## src/rtl/fp_mac_pkg.sv

```systemverilog
// Shared types and width helpers for the streaming fixed-point MAC.
// Imported by fp_mac_stream and fp_quant_rs.
package fp_mac_pkg;

  typedef enum logic [1:0] {
    ACCUM,
    FLUSH,
    HOLD
  } state_t;

  // Guard bits cover lane summation and the longest vector, so the accumulator never wraps.
  function automatic int acc_width(input int in_w, input int lanes, input int max_beats);
    return 2 * in_w + $clog2(lanes) + $clog2(max_beats);
  endfunction

  function automatic int shift_amt(input int in_frac_w, input int out_frac_w);
    return 2 * in_frac_w - out_frac_w;
  endfunction

endpackage

```

## src/rtl/fp_quant_rs.sv

```systemverilog
// Combinational round-half-up and saturate from the wide accumulator
// down to the output format. The shift amount must be at least 1.
module fp_quant_rs
  import fp_mac_pkg::*;
#(
  parameter int ACC_W = 38,
  parameter int OUT_W = 16,
  parameter int SH    = 8
) (
  input  logic [ACC_W-1:0] din,
  output logic [OUT_W-1:0] dout,
  output logic             sat
);

  localparam logic [ACC_W:0] HALF = {{ACC_W{1'b0}}, 1'b1} << (SH - 1);

  logic signed [ACC_W:0]         rounded;
  logic signed [ACC_W:0]         shifted;
  logic        [ACC_W-OUT_W+1:0] upper;

  // One extra bit absorbs the rounding increment; in range means every bit above the output sign matches it.
  always_comb begin
    rounded = {din[ACC_W-1], din} + HALF;
    shifted = rounded >>> SH;
    upper   = shifted[ACC_W:OUT_W-1];
    sat     = !((&upper) || !(|upper));
    if (sat) begin
      dout = shifted[ACC_W] ? {1'b1, {(OUT_W-1){1'b0}}} : {1'b0, {(OUT_W-1){1'b1}}};
    end else begin
      dout = shifted[OUT_W-1:0];
    end
  end

endmodule

```

## src/rtl/fp_mac_stream.sv

```systemverilog
// Streaming signed fixed-point dot product: multiply, lane-sum, accumulate
// across beats, then emit one rounded and saturated result per vector.
module fp_mac_stream
  import fp_mac_pkg::*;
#(
  parameter int IN_INT_W   = 8,
  parameter int IN_FRAC_W  = 8,
  parameter int OUT_INT_W  = 8,
  parameter int OUT_FRAC_W = 8,
  parameter int LANES      = 4,
  parameter int MAX_BEATS  = 16
) (
  input  logic                                   clk,
  input  logic                                   rst_n,
  input  logic                                   in_valid,
  output logic                                   in_ready,
  input  logic [LANES*(IN_INT_W+IN_FRAC_W)-1:0]  in_a,
  input  logic [LANES*(IN_INT_W+IN_FRAC_W)-1:0]  in_b,
  input  logic                                   in_last,
  output logic                                   out_valid,
  input  logic                                   out_ready,
  output logic [OUT_INT_W+OUT_FRAC_W-1:0]        out_data,
  output logic                                   out_sat,
  output logic                                   out_trunc
);

  localparam int IN_W   = IN_INT_W + IN_FRAC_W;
  localparam int OUT_W  = OUT_INT_W + OUT_FRAC_W;
  localparam int PROD_W = 2 * IN_W;
  localparam int SUM_W  = PROD_W + $clog2(LANES);
  localparam int ACC_W  = acc_width(IN_W, LANES, MAX_BEATS);
  localparam int SH     = shift_amt(IN_FRAC_W, OUT_FRAC_W);
  localparam int CNT_W  = $clog2(MAX_BEATS + 1);

  state_t state, state_next;

  logic                     accept, at_max, beat_last, flush_done;
  logic signed [PROD_W-1:0] prod    [LANES];
  logic signed [PROD_W-1:0] s1_prod [LANES];
  logic                     s1_last, s2_last;
  logic signed [SUM_W-1:0]  lane_sum, s2_sum;
  logic signed [ACC_W-1:0]  acc, total;
  logic        [CNT_W-1:0]  beat_cnt;
  logic                     trunc_pend;
  logic        [OUT_W-1:0]  q_data;
  logic                     q_sat;

  assign in_ready   = (state == ACCUM);
  assign out_valid  = (state == HOLD);
  assign accept     = in_valid && in_ready;
  assign at_max     = (beat_cnt == CNT_W'(MAX_BEATS - 1));
  assign beat_last  = in_last || at_max;
  assign flush_done = (state == FLUSH) && s2_last;
  assign total      = acc + ACC_W'(s2_sum);

  always_comb begin
    for (int k = 0; k < LANES; k++) begin
      prod[k] = PROD_W'($signed(in_a[IN_W*k +: IN_W])) * PROD_W'($signed(in_b[IN_W*k +: IN_W]));
    end
    lane_sum = '0;
    for (int k = 0; k < LANES; k++) begin
      lane_sum = lane_sum + SUM_W'(s1_prod[k]);
    end
  end

  always_comb begin
    state_next = state;
    case (state)
      ACCUM:   if (accept && beat_last) state_next = FLUSH;
      FLUSH:   if (s2_last)             state_next = HOLD;
      HOLD:    if (out_ready)           state_next = ACCUM;
      default:                          state_next = ACCUM;
    endcase
  end

  fp_quant_rs #(
    .ACC_W (ACC_W),
    .OUT_W (OUT_W),
    .SH    (SH)
  ) u_quant (
    .din  (total),
    .dout (q_data),
    .sat  (q_sat)
  );

  // Unaccepted cycles load zero products, so stalls flow through as bubbles that add nothing.
  always_ff @(posedge clk or negedge rst_n) begin
    if (!rst_n) begin
      state      <= ACCUM;
      s1_last    <= 1'b0;
      s2_last    <= 1'b0;
      s2_sum     <= '0;
      acc        <= '0;
      beat_cnt   <= '0;
      trunc_pend <= 1'b0;
      out_data   <= '0;
      out_sat    <= 1'b0;
      out_trunc  <= 1'b0;
      for (int k = 0; k < LANES; k++) s1_prod[k] <= '0;
    end else begin
      state <= state_next;
      for (int k = 0; k < LANES; k++) s1_prod[k] <= accept ? prod[k] : '0;
      s1_last <= accept && beat_last;
      s2_sum  <= lane_sum;
      s2_last <= s1_last;
      if (accept) begin
        beat_cnt <= beat_last ? '0 : beat_cnt + CNT_W'(1);
        if (beat_last) trunc_pend <= at_max && !in_last;
      end
      if (flush_done) begin
        acc       <= '0;
        out_data  <= q_data;
        out_sat   <= q_sat;
        out_trunc <= trunc_pend;
      end else begin
        acc <= total;
      end
    end
  end

endmodule

```

## config.mk

```make
export PLATFORM = sky130hd
export DESIGN_NAME = fp_mac_stream
export DESIGN_NICKNAME = d
export VERILOG_FILES = /design/src/rtl/fp_mac_pkg.sv /design/src/rtl/fp_quant_rs.sv /design/src/rtl/fp_mac_stream.sv
export SDC_FILE = /design/constraint.sdc
export NUM_CORES = 2
export LEC_CHECK = 0
export CAP_MARGIN = 20
export CORE_MARGIN = 2
export CORE_UTILIZATION = 55
export DETAILED_ROUTE_END_ITERATION = 10
export MAX_ROUTING_LAYER = met4
export PLACE_DENSITY = 0.72
export SYNTH_ARGS = -nofsm -noshare
export SYNTH_HDL_FRONTEND = slang
export SYNTH_HIERARCHICAL = 1
export SYNTH_SLANG_ARGS = --single-unit
```

## constraint.sdc

```tcl
create_clock -name clk -period 10.47 [get_ports clk]
set_clock_uncertainty 0.1 [all_clocks]
set_input_delay 1.047 -clock clk [delete_from_list [all_inputs] [get_ports clk]]
set_output_delay 1.047 -clock clk [all_outputs]
set_load 0.005 [all_outputs]
```

==> reports/metrics.csv <==
metric,value,unit
PostCTS Resize Cnt,0,
largest net degree at the start of global routing,84,
Reg2Reg Setup Slack,4290,ps
Num CTS Buffers,23,
DR iter-0 viols,2070,
Critical Path AT,8030,ps
"Slew Viols, Final",0,
Detailed Routing Iterations Pass 1,6,
drc violations,0,
Final Hold Viols,0,
Die Footprint,96800,um^2
Root Driver,clkbuf_16,
warnings from Yosys,6,
Die Wd,311,um
Final Setup Violations,0,
clk sink count,228,
status,"finished, final reports clean",
Layout Nets,7194,
initial core utilization,55.6,%
first-pass GRT wire length,206000,um
fmax,128,MHz
Worst-path clk slew,60,ps
Synth Instances,5530,
Via density,5.40,
synthesized area,51900,um^2
Syn Area/Cell,9.38,um^2
initial antenna violation count,1,
crit path kind,in2reg,
CORE AREA,93300,um^2
period utilisation layout,74.4,%
# rows,112,
# Post-CTS Setup Buffers,0,
clk_lat worst skew,540,ps
share of post-route cells with drive strength above 1,1.22,%
Worst Hold Class,reg2reg,
number of port buffers,152,
RSZ-0062 raised after global routing,false,
clock buffer depth,3,
Slew @ Worst Pin,917,ps
H-tree depth,1,
CTS tree,yes,
synthesis-to-layout area growth,6.25,%
HPWL Detailed,99300,um
slew margin rel.,38.6,%
max cap viols,0,
final WL,121000,um
Worst setup EP type,flop,
Antenna Nets Post-Route,0,
CP max FO,16,
post-layout min period,7780,ps
Overflow after GRT,0,
Wirelength per Cell,17.7,um
vias in the first global route,39900,
Die Y-Extent,311,um
via count,36800,
Worst Setup Start Kind,primary input,
ant diodes,0,
hold buffer count at cts,0,
Final GP Congestion,0.885,
Setup Total Neg Slack,0,ps
total track usage,27.0,%
"Net Count, Synth",7179,
"Req. time, crit path",10720,ps
Ports,153,
flip-flops by register name, indices dropped and copies added, names as in the netlist:
signal and count:
trunc_pend 1, s2_sum 34, out_sat 1, beat_cnt 5
state 2, acc 38, s2_last 1, s1_last 1
out_trunc 1, s1_prod 128, out_data 16
routing by layer:
layer / part of all wire, % / GRT usage (%)
met2: 49 / 45.1
met3: 5.3 / 2.45
met1: 43 / 36.4
met5: 0 / -
met4: 2.2 / 5.46
final cells by class:
type / count / area (um^2)
Clock buffer: 31 / 636
Clock inverter: 10 / 103
Fill cell: 8128 / 38200
Inverter: 1188 / 4460
Multi-Input combinational cell: 3944 / 41100
Sequential cell: 228 / 5710
Tap cell: 1254 / 1570
Timing Repair Buffer: 160 / 1590
cell usage in the layout (no fill, tap or decap), drive strengths merged, types with 15 or more instances in the layout:
master,instances
a21oi,123
nor2b,27
nor2,240
nand4,28
xor2,64
a21o,72
and2,538
xnor2,128
nand2b,41
clkbuf,31
a211oi,17
o21a,28
o21bai,17
clkdlybuf4s50,151
inv,1191
o21ai,105
and3,44
mux2i,25
nand2,623
nand3,47
a21boi,15
o211ai,16
a31oi,19
ha,402
or3,18
nor3,66
fa,1114
dfrtp,228
path summary, 6_finish.rpt:
kind / start / end / cells past startpoint
max in group asynchronous: rst_n / s1_prod[61] / 2
min in group asynchronous: rst_n / beat_cnt[2] / 1
setup reg to reg: s2_sum[0] / out_data[14] / 22
hold / removal: s1_last / s2_last / 0
setup / recovery: in_a[25] / s1_prod[90] / 21
hold reg to reg: s1_last / s2_last / 0
through the flow:
| stage | utilization [%] | hold WS [ps] | std cells | cell area, um^2 | setup WS, ps |
|---|---|---|---|---|---|
| 2_1_floorplan | - | 231 | 5530 | 51900 | 3510 |
| 3_3_place_gp | 58.3 | 233 | 6774 | 54400 | 2320 |
| 3_5_place_dp | 58.3 | 246 | 6774 | 54400 | 2190 |
| 4_1_cts | 59.1 | 260 | 6815 | 55100 | 2730 |
| 5_1_grt | 59.1 | 268 | 6815 | 55100 | 2300 |
| 6_report | 59.1 | 257 | 6815 | 55100 | 2690 |
worst max-delay path: stages:
cell and delay (ps):
clkdlybuf4s50_1 860, and2_1 420, fa_1 530, inv_1 50, fa_1 480, fa_1 520
inv_1 70, fa_1 490, fa_1 490, inv_1 50, fa_1 470, inv_1 50
ha_1 360, and4_1 270, o2111ai_1 140, o22ai_1 210, a21boi_1 140, a311oi_1 520
a21o_1 200, a211oi_1 60, a2111oi_0 590
Power is left out: the tool's default activity adds up to more than one toggle a clock period on the data nets, which glitch-free logic cannot reach.
